### src/rtl/ssd1306_pkg.sv
`default_nettype none
// ============================================================================
// Module      : ssd1306_pkg
// Description : Opcodes and decoder state encoding for the SSD1306 SPI sink.
// Revision    : 1.0 - initial release
// ============================================================================
package ssd1306_pkg;

    localparam logic [7:0] c_OP_COL_ADDR  = 8'h21;
    localparam logic [7:0] c_OP_PAGE_ADDR = 8'h22;
    localparam logic [7:0] c_OP_DISP_OFF  = 8'hAE;
    localparam logic [7:0] c_OP_DISP_ON   = 8'hAF;

    typedef enum logic [2:0] {
        S_CMD        = 3'd0,
        S_COL_START  = 3'd1,
        S_COL_END    = 3'd2,
        S_PAGE_START = 3'd3,
        S_PAGE_END   = 3'd4,
        S_SKIP1      = 3'd5
    } dec_state_t;

    // Opcodes that carry a single argument byte the sink does not interpret.
    function automatic logic is_skip_op(input logic [7:0] op);
        case (op)
            8'h20, 8'h81, 8'h8D, 8'hA8, 8'hD3,
            8'hD5, 8'hD9, 8'hDA, 8'hDB: is_skip_op = 1'b1;
            default:                    is_skip_op = 1'b0;
        endcase
    endfunction

endpackage
`default_nettype wire

### src/rtl/spi_slave_rx.sv
`default_nettype none
// ============================================================================
// Module      : spi_slave_rx
// Description : Pin synchronizers, SCK edge detect and mode-0 byte assembly.
// Revision    : 1.0 - initial release
// ============================================================================
module spi_slave_rx (
    input  logic       clk,
    input  logic       rst,
    input  logic       i_sck,
    input  logic       i_csn,
    input  logic       i_dc,
    input  logic       i_mosi,
    input  logic       i_rstn,
    output logic       o_core_rst,
    output logic [7:0] o_byte,
    output logic       o_dc,
    output logic       o_byte_valid
);

    // Bit order {rstn, csn, dc, sck, mosi}; display reset held asserted until the chain fills.
    localparam logic [4:0] c_SYNC_RST = 5'b01000;

    logic [4:0] r_sync1;
    logic [4:0] r_sync2;
    logic       r_sck_prev;
    logic [2:0] r_bit_cnt;
    logic [6:0] r_shift;
    logic [7:0] r_byte;
    logic       r_dc;
    logic       r_byte_valid;

    logic       w_rstn_s;
    logic       w_csn_s;
    logic       w_dc_s;
    logic       w_sck_s;
    logic       w_mosi_s;
    logic       w_rise;

    always_ff @(posedge clk) begin
        if (rst) begin
            r_sync1 <= c_SYNC_RST;
            r_sync2 <= c_SYNC_RST;
        end else begin
            r_sync1 <= {i_rstn, i_csn, i_dc, i_sck, i_mosi};
            r_sync2 <= r_sync1;
        end
    end

    assign w_rstn_s   = r_sync2[4];
    assign w_csn_s    = r_sync2[3];
    assign w_dc_s     = r_sync2[2];
    assign w_sck_s    = r_sync2[1];
    assign w_mosi_s   = r_sync2[0];
    assign o_core_rst = rst | ~w_rstn_s;
    assign w_rise     = w_sck_s & ~r_sck_prev & ~w_csn_s;

    always_ff @(posedge clk) begin
        if (o_core_rst) begin
            r_sck_prev   <= 1'b0;
            r_bit_cnt    <= 3'd0;
            r_shift      <= 7'd0;
            r_byte       <= 8'd0;
            r_dc         <= 1'b0;
            r_byte_valid <= 1'b0;
        end else begin
            r_sck_prev   <= w_sck_s;
            r_byte_valid <= 1'b0;
            if (w_csn_s) begin
                r_bit_cnt <= 3'd0;
            end else if (w_rise) begin
                r_shift   <= {r_shift[5:0], w_mosi_s};
                r_bit_cnt <= r_bit_cnt + 3'd1;
                if (r_bit_cnt == 3'd7) begin
                    r_byte       <= {r_shift, w_mosi_s};
                    r_dc         <= w_dc_s;
                    r_byte_valid <= 1'b1;
                end
            end
        end
    end

    assign o_byte       = r_byte;
    assign o_dc         = r_dc;
    assign o_byte_valid = r_byte_valid;

endmodule
`default_nettype wire

### src/rtl/ssd1306_spi_sink.sv
`default_nettype none
// ============================================================================
// Module      : ssd1306_spi_sink
// Description : SSD1306-style SPI receiver feeding a page/column framebuffer.
// Revision    : 1.0 - initial release
// ============================================================================
module ssd1306_spi_sink
    import ssd1306_pkg::*;
#(
    parameter int COLS  = 128,
    parameter int PAGES = 8
) (
    input  logic       clk_in,
    input  logic       reset_in,
    input  logic       oled_rstn_in,
    input  logic       oled_csn_in,
    input  logic       oled_dc_in,
    input  logic       oled_clk_in,
    input  logic       oled_mosi_in,
    output logic       fb_we_out,
    output logic [9:0] fb_addr_out,
    output logic [7:0] fb_data_out,
    output logic       cmd_stb_out,
    output logic [7:0] cmd_byte_out,
    output logic       display_on_out,
    output logic       frame_done_out
);

    localparam int         c_COL_W  = (COLS  > 1) ? $clog2(COLS)  : 1;
    localparam int         c_PAGE_W = (PAGES > 1) ? $clog2(PAGES) : 1;
    localparam logic [9:0] c_COLS_A = 10'(COLS);

    logic                w_core_rst;
    logic [7:0]          w_rx_byte;
    logic                w_rx_dc;
    logic                w_rx_valid;

    dec_state_t          r_state, w_state_next;
    logic [c_COL_W-1:0]  r_col, r_col_start, r_col_end;
    logic [c_COL_W-1:0]  w_col_next, w_col_start_next, w_col_end_next;
    logic [c_PAGE_W-1:0] r_page, r_page_start, r_page_end;
    logic [c_PAGE_W-1:0] w_page_next, w_page_start_next, w_page_end_next;
    logic                r_disp, w_disp_next;
    logic                r_fb_we, w_fb_we_next;
    logic [9:0]          r_fb_addr, w_fb_addr_next;
    logic [7:0]          r_fb_data, w_fb_data_next;
    logic                r_cmd_stb, w_cmd_stb_next;
    logic [7:0]          r_cmd_byte, w_cmd_byte_next;
    logic                r_frame_done, w_frame_done_next;

    logic [9:0]          w_ptr_addr;
    logic [c_COL_W-1:0]  w_col_inc;
    logic [c_PAGE_W-1:0] w_page_inc;
    logic [c_COL_W-1:0]  w_arg_col;
    logic [c_PAGE_W-1:0] w_arg_page;

    spi_slave_rx u_rx (
        .clk          (clk_in),
        .rst          (reset_in),
        .i_sck        (oled_clk_in),
        .i_csn        (oled_csn_in),
        .i_dc         (oled_dc_in),
        .i_mosi       (oled_mosi_in),
        .i_rstn       (oled_rstn_in),
        .o_core_rst   (w_core_rst),
        .o_byte       (w_rx_byte),
        .o_dc         (w_rx_dc),
        .o_byte_valid (w_rx_valid)
    );

    assign w_ptr_addr = 10'(r_page) * c_COLS_A + 10'(r_col);
    assign w_col_inc  = (r_col == c_COL_W'(COLS - 1)) ? '0 : r_col + c_COL_W'(1);
    assign w_page_inc = (r_page == c_PAGE_W'(PAGES - 1)) ? '0 : r_page + c_PAGE_W'(1);
    assign w_arg_col  = w_rx_byte[c_COL_W-1:0];
    assign w_arg_page = w_rx_byte[c_PAGE_W-1:0];

    always_ff @(posedge clk_in) begin
        if (w_core_rst) begin
            r_state <= S_CMD;
        end else begin
            r_state <= w_state_next;
        end
    end

    always_comb begin
        w_state_next      = r_state;
        w_col_next        = r_col;
        w_col_start_next  = r_col_start;
        w_col_end_next    = r_col_end;
        w_page_next       = r_page;
        w_page_start_next = r_page_start;
        w_page_end_next   = r_page_end;
        w_disp_next       = r_disp;
        w_fb_we_next      = 1'b0;
        w_fb_addr_next    = r_fb_addr;
        w_fb_data_next    = r_fb_data;
        w_cmd_stb_next    = 1'b0;
        w_cmd_byte_next   = r_cmd_byte;
        w_frame_done_next = 1'b0;

        if (w_rx_valid && w_rx_dc) begin
            // A data byte always lands, and abandons any half-received argument list.
            w_state_next   = S_CMD;
            w_fb_we_next   = 1'b1;
            w_fb_addr_next = w_ptr_addr;
            w_fb_data_next = w_rx_byte;
            if (r_col == r_col_end) begin
                w_col_next = r_col_start;
                if (r_page == r_page_end) begin
                    w_page_next       = r_page_start;
                    w_frame_done_next = 1'b1;
                end else begin
                    w_page_next = w_page_inc;
                end
            end else begin
                w_col_next = w_col_inc;
            end
        end else if (w_rx_valid) begin
            w_cmd_stb_next  = 1'b1;
            w_cmd_byte_next = w_rx_byte;
            case (r_state)
                S_CMD: begin
                    if (w_rx_byte == c_OP_COL_ADDR) begin
                        w_state_next = S_COL_START;
                    end else if (w_rx_byte == c_OP_PAGE_ADDR) begin
                        w_state_next = S_PAGE_START;
                    end else if (w_rx_byte == c_OP_DISP_OFF) begin
                        w_disp_next = 1'b0;
                    end else if (w_rx_byte == c_OP_DISP_ON) begin
                        w_disp_next = 1'b1;
                    end else if (is_skip_op(w_rx_byte)) begin
                        w_state_next = S_SKIP1;
                    end
                end
                S_COL_START: begin
                    w_col_start_next = w_arg_col;
                    w_col_next       = w_arg_col;
                    w_state_next     = S_COL_END;
                end
                S_COL_END: begin
                    w_col_end_next = w_arg_col;
                    w_state_next   = S_CMD;
                end
                S_PAGE_START: begin
                    w_page_start_next = w_arg_page;
                    w_page_next       = w_arg_page;
                    w_state_next      = S_PAGE_END;
                end
                S_PAGE_END: begin
                    w_page_end_next = w_arg_page;
                    w_state_next    = S_CMD;
                end
                default: begin
                    w_state_next = S_CMD;
                end
            endcase
        end
    end

    always_ff @(posedge clk_in) begin
        if (w_core_rst) begin
            r_col        <= '0;
            r_col_start  <= '0;
            r_col_end    <= c_COL_W'(COLS - 1);
            r_page       <= '0;
            r_page_start <= '0;
            r_page_end   <= c_PAGE_W'(PAGES - 1);
            r_disp       <= 1'b0;
            r_fb_we      <= 1'b0;
            r_fb_addr    <= 10'd0;
            r_fb_data    <= 8'd0;
            r_cmd_stb    <= 1'b0;
            r_cmd_byte   <= 8'd0;
            r_frame_done <= 1'b0;
        end else begin
            r_col        <= w_col_next;
            r_col_start  <= w_col_start_next;
            r_col_end    <= w_col_end_next;
            r_page       <= w_page_next;
            r_page_start <= w_page_start_next;
            r_page_end   <= w_page_end_next;
            r_disp       <= w_disp_next;
            r_fb_we      <= w_fb_we_next;
            r_fb_addr    <= w_fb_addr_next;
            r_fb_data    <= w_fb_data_next;
            r_cmd_stb    <= w_cmd_stb_next;
            r_cmd_byte   <= w_cmd_byte_next;
            r_frame_done <= w_frame_done_next;
        end
    end

    assign fb_we_out      = r_fb_we;
    assign fb_addr_out    = r_fb_addr;
    assign fb_data_out    = r_fb_data;
    assign cmd_stb_out    = r_cmd_stb;
    assign cmd_byte_out   = r_cmd_byte;
    assign display_on_out = r_disp;
    assign frame_done_out = r_frame_done;

endmodule
`default_nettype wire

### config.mk
export PLATFORM = sky130hd
export DESIGN_NAME = ssd1306_spi_sink
export DESIGN_NICKNAME = d
export VERILOG_FILES = /design/src/rtl/ssd1306_pkg.sv /design/src/rtl/spi_slave_rx.sv /design/src/rtl/ssd1306_spi_sink.sv
export SDC_FILE = /design/constraint.sdc
export NUM_CORES = 1
export LEC_CHECK = 0
export ABC_CLOCK_PERIOD_IN_PS = 1830
export BUFFER_PORTS_ARGS = -buffer_cell sky130_fd_sc_hd__buf_2
export CELL_PAD_IN_SITES_DETAIL_PLACEMENT = 1
export CELL_PAD_IN_SITES_GLOBAL_PLACEMENT = 1
export CORE_MARGIN = 5
export CORE_UTILIZATION = 25
export DETAILED_ROUTE_END_ITERATION = 12
export PLACE_DENSITY_LB_ADDON = 0.1
export SLEW_MARGIN = 20
export SYNTH_ARGS = -nofsm -noshare
export SYNTH_HDL_FRONTEND = slang
export SYNTH_SLANG_ARGS = --single-unit
### constraint.sdc
create_clock -name clk_in -period 1.83 [get_ports clk_in]
set_input_delay 0.183 -clock clk_in [delete_from_list [all_inputs] [get_ports clk_in]]
set_output_delay 0.183 -clock clk_in [all_outputs]
set_load 0.02 [all_outputs]
==> metrics.md, run 1 <==
| Metric | Value |
|---|---|
| Outcome | `finished, final reports clean` |
| Nets | `around 530` |
| Clock sink count | `between 90 and 100` |
| Yosys reg bits | `94` |
| Tot GR Track Use | `0.127` |
| Hold EP | `u_rx.r_sync1[1]` |
| Clock Skews | `between 0.007 and 0.008 ns` |
| DR WL/cell | `~15 µm` |
| 1st-pass router iterations | `4` |
| Area growth, synth to finish | `23.8%` |
| Top cells by area, synth | `dfxtp_1 48%, nand2_1 9.4%, a21oi_1 6.5%, mux2i_1 5.6%, clkbuf_1 2.5%` |
| Initial Util | `0.256` |
| Sw Share | `0.213` |
| Post-Syn Area | `3920 µm²` |
| Die area | `18300 µm²` |
| 1st-iter DRT viols | `151` |
| Crit path DAT | `1.93 ns` |
| Wire length of the first global-routing pass | `18300 µm` |
| Clock tree buffer depth | `2` |
| Placed insts | `~710` |
| Sequential cell area fraction in the yosys report | `0.480` |
| Drt total wl | `between 10000 and 15000 µm` |
| Mapped Cells | `461` |
| Core Area | `roughly 15000 µm²` |
| Vias | `approximately 3300` |
| Gr ovfl total | `0` |
| Clock power share | `0.472` |
| Detailed placement HPWL | `around 8000 µm` |
| FP Rows | `45` |
| CTS H-tree lvls | `3` |
| GP Congestion | `between 0.8 and 0.9` |
| HP Class | `input port to flip-flop` |
| DP Area | `around 4500 µm²` |
| Drt via density | `approximately 4.5` |
| Int Pwr | `about 0.0031 W` |
| Pin count of the biggest net entering global routing | `41` |
| Period Utilization, post-route | `0.931` |
| Combinational power share | `0.012` |
| Synth top cells by count | `98 x nand2_1, 94 x dfxtp_1, 51 x a21oi_1, 26 x clkbuf_1, 24 x nor2_1` |
| Reg-to-reg endpoint | `r_col[3]` |
| Max-Slew Margin vs Limit | `0.720` |
| Ant diodes | `0` |
| Yosys cell types | `47` |
| Yosys warnings | `0` |
| Share of layout cells above drive strength 1 | `0.194` |
| Syn_area_per_cell | `approximately 8.5 µm²` |
| VDD IR max | `about 0.42 mV` |
| Crit start category | `flip-flop` |
| Sequential share of power | `0.516` |
| Number of routed nets with antenna violations | `0` |
| Most instantiated library cell after synthesis | `nand2_1` |
| Critical Setup Path Class | `flip-flop to flip-flop` |
| Initial antenna violation count | `0` |
| Filler instances | `~1900` |
| Top FF cell, synth | `dfxtp_1` |
| HP Start | `oled_clk_in` |
| Reg2Reg Launch Point | `r_col[4]` |
| Max Clk Rate | `slightly below 600 MHz` |
| Number of global-route vias before repair | `3481` |
| Final Hold Vio Count | `0` |
| Syn nets | `about 470` |
| Post-synth top area share | `0.480` |
| Cell Pwr Density | `approximately 820 nW/µm²` |
| Die width | `around 140 µm` |
| Worst hold stages | `2` |
| Die Ht | `about 140 µm` |
| Flop2flop setup slack | `roughly 0.13 ns` |
| Setup bufs post-CTS | `0` |
| Post-synth EDFFs | `0` |
| Worst Path Max Fanout | `8` |
| Async SR Flop Fraction | `0` |
| Post-route cell area | `about 5000 µm²` |
| CTS tree | `built` |
| Clk root buf | `clkbuf_16` |
| Clk Latency, worst-skew pair | `~0.34 ns` |
| Worst Slack Setup Final | `0.125 ns` |
| Crit end category | `flip-flop` |
| # setup viols final | `0` |
| Worst-Margin Slew | `around 0.42 ns` |
| Leakage power | `1.82 nW` |
| Clock slew at reported path FFs | `approximately 0.070 ns` |
| Cell taking the most area after synthesis | `dfxtp_1` |
| R2R cell count | `5` |
| DRC | `0` |
| Cell Count, Final, Fillers Out | `roughly 730` |
| Time the worst path needs with I/O delays and setup | `around 1.7 ns` |
| Fin. max-slew vios | `0` |
| Net switching power | `approximately 0.00085 W` |
| Required time worst endpoint | `2.06 ns` |
| Max-cap violations | `0` |
| # IOs | `37` |
| Post-place setup slack | `between 0.1 and 0.15 ns` |
| TritonCTS Buffers | `9` |
| Port Buf Inserts | `36` |
| Final core utilization | `0.317` |
-- logic make-up after synthesis --
| group | after synthesis | share of synthesized area |
|---|---|---|
| simple gates | 194 | 0.235 |
| flops | 94 | 0.480 |
| compound gates | 91 | 0.138 |
| buf+inv | 40 | 0.0405 |
| mux | 22 | 0.0561 |
| xor+xnor | 14 | 0.0313 |
| fa+ha+maj | 6 | 0.0185 |
-- placed cells by master (no fill, tap or decap), types with 3 or more instances in the layout --
cell type / Yosys / layout
inv_1: 5 / 5
o211ai_1: 5 / 5
nor2b_1: 13 / 13
or2_2: 3 / 3
xnor2_1: 5 / 5
a211o_1: 3 / 3
a31oi_1: 8 / 8
nor2_1: 24 / 24
o21ai_0: 10 / 10
buf_4: 0 / 40
nor3_1: 8 / 8
clkbuf_16: 0 / 9
and2_1: 6 / 5
a41oi_1: 3 / 3
a21oi_1: 51 / 51
mux2i_1: 22 / 22
nand2_1: 98 / 98
buf_2: 5 / 36
nand4_1: 6 / 6
nand3_1: 16 / 16
ha_1: 5 / 5
dfxtp_1: 94 / 93
xor2_1: 9 / 9
-- critical path, stage by stage, from the launching register on --
cell	delay [ns]
dfxtp_2	0.35
xor2_1	0.17
nor4_4	0.43
nand2_1	0.29
a41oi_1	0.26
o32ai_1	0.09
-- metal layers --
metal  wire length (µm)  GRT usage
met3                406     0.0279
met4                144     0.0386
met5                  0          0
met2               5090      0.203
met1               5370      0.170
-- worst max path at each step --
stage,from,endpoint,cells past startpoint
after floorplan,r_col[4],r_col[6],6
after global placement,u_rx.o_byte_valid,r_page[0],5
after detailed placement,u_rx.o_byte_valid,r_page[0],5
after CTS,u_rx.o_byte_valid,r_page[0],5
after global routing,r_col[4],r_col[3],5
final,r_col[4],r_col[3],5
-- flip-flops by register name, summed over array words and instances (netlist names), 5 cells and up --
signal	count
cmd_byte_out	8
u_rx.r_sync1	5
fb_addr_out	10
r_col_start	7
fb_data_out	8
u_rx.r_sync2	5
r_col	7
u_rx.o_byte	8
u_rx.r_shift	7
r_col_end	7
-- repair_timing --
action | in CTS | in global routing
resized for setup | 0 | 2
hold buffers | 1 | 0
endpoints found under the setup margin | 0 | 5
hold endpoints to repair | 1 | 0
-- final cells by class --
type | instances | area (µm²) | area share
multi-input combinational | 327 | 1890 | 0.389
sequential | 94 | 1880 | 0.388
timing repair buffer | 78 | 510 | 0.105
tap | 211 | 264 | 0.0544
clock buffer | 11 | 233 | 0.0479
clock inverter | 5 | 58.8 | 0.0121
inverter | 5 | 18.8 | 0.00387
-- stage by stage --
step | setup TNS (ns) | hold slack, ns | total power (W)
floorplan | 0 | 0.287 | 0.00213
global placement | 0 | 0.369 | 0.00215
detailed placement | 0 | 0.371 | 0.00215
CTS | 0 | 0.0389 | 0.00407
global route | -0.00328 | 0.0525 | 0.00415
finish | 0 | 0.0545 | 0.00399
-- power by group through the flow --
stage,Clock (W),Combinational [W],Sequential (W)
2_1_floorplan,0,0.0000270,0.00210
3_3_place_gp,0,0.0000447,0.00211
3_5_place_dp,0,0.0000454,0.00211
4_1_cts,0.00196,0.0000474,0.00206
5_1_grt,0.00204,0.0000516,0.00206
6_report,0.00188,0.0000460,0.00206
Note: power is estimated with default switching activity, not from simulation.
==> run 2: changes to the inputs <==
- CAP_MARGIN: default -> 40
- HOLD_SLACK_MARGIN: default -> 0.15
==> run 2 against run 1 <==
- die area did not move
- register-to-register slack barely moved
- utilization rose by 0.52 points
- critical path type unchanged
- largest cell class unchanged
==> metrics.md, run 2 (synthesis results as in run 1) <==
| Metric | Value |
|---|---|
| Critical Setup Path Class | `flip-flop to flip-flop` |
| Crit path DAT | `roughly 1.9 ns` |
| CTS H-tree lvls | `3` |
| Port Buf Inserts | `36` |
| FF/Latch Area | `1880 µm²` |
| Power, Total | `roughly 0.0040 W` |
| Clock slew at reported path FFs | `about 0.070 ns` |
| Initial antenna violation count | `0` |
| Die area | `between 15000 and 20000 µm²` |
| CTS tree | `built` |
| Worst Path Max Fanout | `8` |
| Multi-input logic area | `1890 µm²` |
| Worst-Margin Slew | `0.424 ns` |
| Clock Skews | `a little under 0.007 ns` |
| CP cell instances | `xor2_1 > nor4_4 > nand2_1 > a41oi_1 > o32ai_1` |
| DRC | `0` |
| 1st-pass router iterations | `4` |
| Area growth, synth to finish | `25.8%` |
| Vias | `between 3000 and 4000` |
| Clock tree buffer depth | `2` |
| Die Ht | `around 140 µm` |
| FP Rows | `45` |
| Share of layout cells above drive strength 1 | `0.191` |
| Filler instances | `1850` |
| Outcome | `finished, final reports clean` |
| Max-cap violations | `0` |
| CP peak stage delay | `about 0.43 ns` |
| Detailed placement HPWL | `8010 µm` |
| Setup bufs post-CTS | `0` |
| Clk root buf | `clkbuf_16` |
| Clk Latency, worst-skew pair | `around 0.34 ns` |
| # setup viols final | `0` |
| DR WL/cell | `15.0 µm` |
| Core Area | `15300 µm²` |
| Number of routed nets with antenna violations | `0` |
| Drt total wl | `11100 µm` |
| Crit start category | `flip-flop` |
| Gr ovfl total | `0` |
| CP max-delay cell | `nor4_4` |
| Time the worst path needs with I/O delays and setup | `1.70 ns` |
| # IOs | `37` |
| Pin count of the biggest net entering global routing | `41` |
| Wire length of the first global-routing pass | `approximately 18000 µm` |
| Cell Pwr Density | `a little over 800 nW/µm²` |
| Ant diodes | `0` |
| Required time worst endpoint | `2.06 ns` |
| Leakage power | `1.86 nW` |
| Fin. max-slew vios | `0` |
| Nets | `approximately 540` |
| WHS | `~0.42 ns` |
| Max-Slew Margin vs Limit | `0.717` |
| Most common cell after layout, fill and taps aside | `nand2_1` |
| Die width | `135 µm` |
| Number of global-route vias before repair | `3500` |
| Crit end category | `flip-flop` |
| CP delay by family, top | `simple AND/OR/NAND/NOR gates` |
| TritonCTS Buffers | `9` |
| Final Hold Vio Count | `0` |
| Largest register FFs | `10` |
| VDD IR max | `~0.42 mV` |
| Worst path bufs/invs | `0` |
| Period Utilization, post-route | `0.929` |
| 1st-iter DRT viols | `140` |
| Tot GR Track Use | `0.127` |
| HP Class | `flip-flop to flip-flop` |
| GP Congestion | `0.819` |
| Max Clk Rate | `between 500 and 600 MHz` |
| Clock sink count | `between 90 and 100` |
| Initial Util | `0.256` |
| Drt via density | `roughly 4.5` |
| Commonest non-fill, non-tap cells in the layout | `98 x nand2_1, 93 x dfxtp_1, 51 x a21oi_1` |
[run 2: cell types whose count changed in the layout (fill, tap and decap cells not counted), sizes merged]
| cell | previous run | this run |
|---|---|---|
| dlygate4sd3 | 1 | 9 |
[run 2: power by group]
group	internal, W	leakage [nW]	switching [W]
registers	0.00205	0.760	0.00000378
logic	0.0000311	0.961	0.0000277
clock network	0.00106	0.136	0.000819
total	0.00315	1.86	0.000851
[run 2: area by class of cell]
type,count,share of cell area
Clock inverter,5,0.0119
Tap cell,211,0.0535
Clock buffer,11,0.0472
Multi-Input combinational cell,327,0.382
Timing Repair Buffer,86,0.120
Sequential cell,94,0.382
Inverter,5,0.00380
[run 2: final timing paths]
check	start	to	slack, ns	depth (start not counted)
max	r_col[4]	r_col[3]	0.13	5
min	u_rx.r_sync1[3]	u_rx.r_sync2[3]	0.42	1
min reg2reg	u_rx.r_sync1[3]	u_rx.r_sync2[3]	0.42	1
max reg2reg	r_col[4]	r_col[3]	0.13	5
[run 2: worst reg2reg max path: cells and delay by family, from the launching register on]
| kind | cells | cell delay, ns |
|---|---|---|
| compound gates | 2 | 0.35 |
| xor+xnor | 1 | 0.17 |
| flops | 1 | 0.35 |
| simple gates | 2 | 0.72 |
[run 2: metal layers]
metal	vias to the layer above	track usage	routed length, µm
met2	50	0.204	5130
met1	1604	0.170	5360
met4	0	0.0386	135
li1	1696	-	-
met5	-	0	0
met3	12	0.0279	441
[run 2: what timing repair did]
action,CTS,global route
setup endpoints to repair,0,5
hold buffers,9,0
resized for setup,0,2
endpoints found under the hold margin,8,0
[run 2: metrics by stage]
stage | setup TNS [ns] | cells | utilization | cell area [µm²] | worst slack [ns]
2_1_floorplan | 0 | 461 | - | 3920 | 0.227
3_3_place_gp | 0 | 714 | 0.297 | 4550 | 0.135
3_5_place_dp | 0 | 714 | 0.297 | 4550 | 0.115
4_1_cts | 0 | 739 | 0.322 | 4930 | 0.0897
5_1_grt | -0.00328 | 739 | 0.322 | 4930 | -0.00328
6_report | 0 | 739 | 0.322 | 4930 | 0.130
==> run 3: changes to the inputs <==
- SYNTH_HIERARCHICAL: default -> 1
==> run 3 against run 2 <==
- clock skew rose by 0.0013 ns
- synthesized cell count rose by 0.43%
- non-clock buffer count rose by 2
- final cell count rose by 1.4%
- worst setup slack got worse by 0.012 ns
- routed wire length rose by 7.0%
- clock-buffer cell count rose by 2
- global-route usage fell by 0.16 points
- sequential power barely moved
- synthesized area rose by 6.3%
- highest routed layer unchanged
==> metrics.md, run 3 <==
| Metric | Value |
|---|---|
| Clock sink count | `94` |
| Sequential share of power | `0.494` |
| CTS H-tree lvls | `3` |
| FP Rows | `47` |
| Most common cell after layout, fill and taps aside | `dfxtp_1` |
| Net switching power | `roughly 0.00085 W` |
| Die Ht | `~140 µm` |
| Drt total wl | `around 12000 µm` |
| Crit end category | `flip-flop` |
| Post-synth EDFFs | `0` |
| Worst Path Max Fanout | `2` |
| CP cell instances | `or4b_4 > nor3_2 > a31oi_1 > or4_1 > a21oi_1` |
| Post-Syn Area | `approximately 4200 µm²` |
| Largest register FFs | `10` |
| Clk Latency, worst-skew pair | `0.35 ns` |
| Pin count of the biggest net entering global routing | `35` |
| Cell taking the most area after synthesis | `dfxtp_1` |
| Clk root buf | `clkbuf_16` |
| Number of routed nets with antenna violations | `0` |
| Synth top cells by count | `94 x dfxtp_1, 80 x nand2_1, 44 x a21oi_1, 30 x mux2i_1` |
| 1st-iter DRT viols | `between 100 and 150` |
| Crit start category | `flip-flop` |
| DRC | `0` |
| WHS | `around 0.32 ns` |
| Setup TNS | `0 ns` |
| Wire length of the first global-routing pass | `19400 µm` |
| Critical Setup Path Class | `flip-flop to flip-flop` |
| 1st-pass router iterations | `4` |
| Drt via density | `approximately 4.6` |
| DR WL/cell | `around 16 µm` |
| Max-Slew Margin vs Limit | `0.532` |
| Tot GR Track Use | `0.125` |
| Placed insts | `approximately 730` |
| Mapped Cells | `around 460` |
| Area growth, synth to finish | `23.9%` |
| Clock tree buffer depth | `2` |
| Clock Skews | `~0.0083 ns` |
| Port Buf Inserts | `36` |
| Die area | `approximately 19000 µm²` |
| VDD IR max | `~0.5 mV` |
| Core Area | `16500 µm²` |
| Yosys warnings | `6` |
| Filler instances | `1916` |
| Clock power share | `0.490` |
| Most instantiated library cell after synthesis | `dfxtp_1` |
| Max-cap violations | `0` |
| Final Hold Vio Count | `0` |
| Initial Util | `0.253` |
| Sequential cell area fraction in the yosys report | `0.451` |
| CP peak stage delay | `0.53 ns` |
| Crit path DAT | `2.00 ns` |
| Number of global-route vias before repair | `about 3600` |
| Initial antenna violation count | `0` |
| Period Utilization, post-route | `0.935` |
| GP Congestion | `0.768` |
| HP Class | `input port to flip-flop` |
| CTS tree | `built` |
| Yosys cell types | `between 50 and 60` |
| Outcome | `finished, final reports clean` |
| Int Pwr | `roughly 0.0033 W` |
| Sw Share | `0.203` |
| Post-synth top area share | `0.451` |
| Time the worst path needs with I/O delays and setup | `between 1.5 and 2 ns` |
| CP max-delay cell | `or4b_4` |
| Cell Pwr Density | `808 nW/µm²` |
| Max Clk Rate | `584 MHz` |
| Required time worst endpoint | `2.11 ns` |
| # IOs | `37` |
| Die width | `139 µm` |
| Post-route cell area | `5170 µm²` |
| TritonCTS Buffers | `9` |
| Commonest non-fill, non-tap cells in the layout | `94 x dfxtp_1, 80 x nand2_1, 47 x buf_4` |
| Leakage power | `approximately 2 nW` |
| Final core utilization | `0.314` |
| Yosys reg bits | `94` |
| Async SR Flop Fraction | `0` |
| # setup viols final | `0` |
| RSZ-0062 raised after global routing | `no` |
| DP Area | `roughly 4800 µm²` |
| Share of layout cells above drive strength 1 | `0.229` |
| Top cells by area, synth | `dfxtp_1 45%, mux2i_1 7.2%, nand2_1 7.2%, a21oi_1 5.3%, nand3b_1 3.6%` |
| Detailed placement HPWL | `roughly 8400 µm` |
| Cell Count, Final, Fillers Out | `749` |
| Gr ovfl total | `0` |
| Ant diodes | `0` |
| Multi-input logic area | `around 2100 µm²` |
| Syn_area_per_cell | `between 9 and 10 µm²` |
| Worst-Margin Slew | `~0.7 ns` |
| Fin. max-slew vios | `0` |
| Clock slew at reported path FFs | `around 0.07 ns` |
| Syn nets | `between 400 and 500` |
| Nets | `approximately 540` |
| Top FF cell, synth | `dfxtp_1` |
| Vias | `roughly 3500` |
| Combinational power share | `0.017` |
| FF/Latch Area | `between 1500 and 2000 µm²` |
[run 3: cell type report]
class,instances,share of cell area
inverter,5,0.00363
clock inverter,3,0.0131
timing repair buffer,88,0.113
tap,220,0.0533
clock buffer,13,0.0484
sequential,94,0.364
multi-input combinational,326,0.405
[run 3: kinds of logic after synthesis]
group                      share of synthesized area
xor gates and xnor gates                      0.0294
DFF                                            0.451
adders and majority gates                     0.0150
and+or+nand+nor                                0.250
AOI/OAI and AO/OA                              0.121
muxes                                         0.0828
buffers and inverters                         0.0501
[run 3: power by group through the flow]
stage / Clock [W] / Combinational [W] / Sequential, W
4_1_cts: 0.00215 / 0.0000705 / 0.00206
3_5_place_dp: 0 / 0.0000625 / 0.00211
2_1_floorplan: 0 / 0.0000434 / 0.00210
5_1_grt: 0.00221 / 0.0000764 / 0.00206
6_report: 0.00204 / 0.0000690 / 0.00206
3_3_place_gp: 0 / 0.0000616 / 0.00211
[run 3: timing repair]
item,in CTS,in global routing
setup buffers,0,1
hold buffers,5,0
endpoints found under the hold margin,5,0
resized for setup,0,2
setup endpoints to repair,0,4
[run 3: final timing paths]
path,startpoint,to,slack [ns],cells past startpoint
worst max-delay path,u_rx/o_byte[2],r_state[1],0.12,5
worst min-delay path,reset_in,u_rx/r_sync1[4],0.32,3
worst max register to register,u_rx/o_byte[2],r_state[1],0.12,5
worst min register to register,u_rx/r_sync1[3],u_rx/r_sync2[3],0.41,1
[run 3: per-layer routing]
metal	global-route usage	part of all wire	vias to the layer above
li1	-	-	1735
met1	0.164	0.48	1684
met2	0.206	0.48	40
met3	0.0221	0.025	11
met4	0.0494	0.017	0
met5	0	0	-
[run 3: worst max-delay path: cells and delay by family (launching register included)]
| family | cells | cell delay, ns |
|---|---|---|
| flip-flops | 1 | 0.31 |
| AND/OR/NAND/NOR | 3 | 1.08 |
| AO/OA/AOI/OAI | 2 | 0.25 |
[run 3: per-stage QoR]
stage	setup slack [ns]	power (W)
3_3_place_gp	0.0754	0.00217
2_1_floorplan	0.0955	0.00215
3_5_place_dp	0.0154	0.00217
6_report	0.118	0.00417
4_1_cts	0.00874	0.00428
5_1_grt	0.000418	0.00435
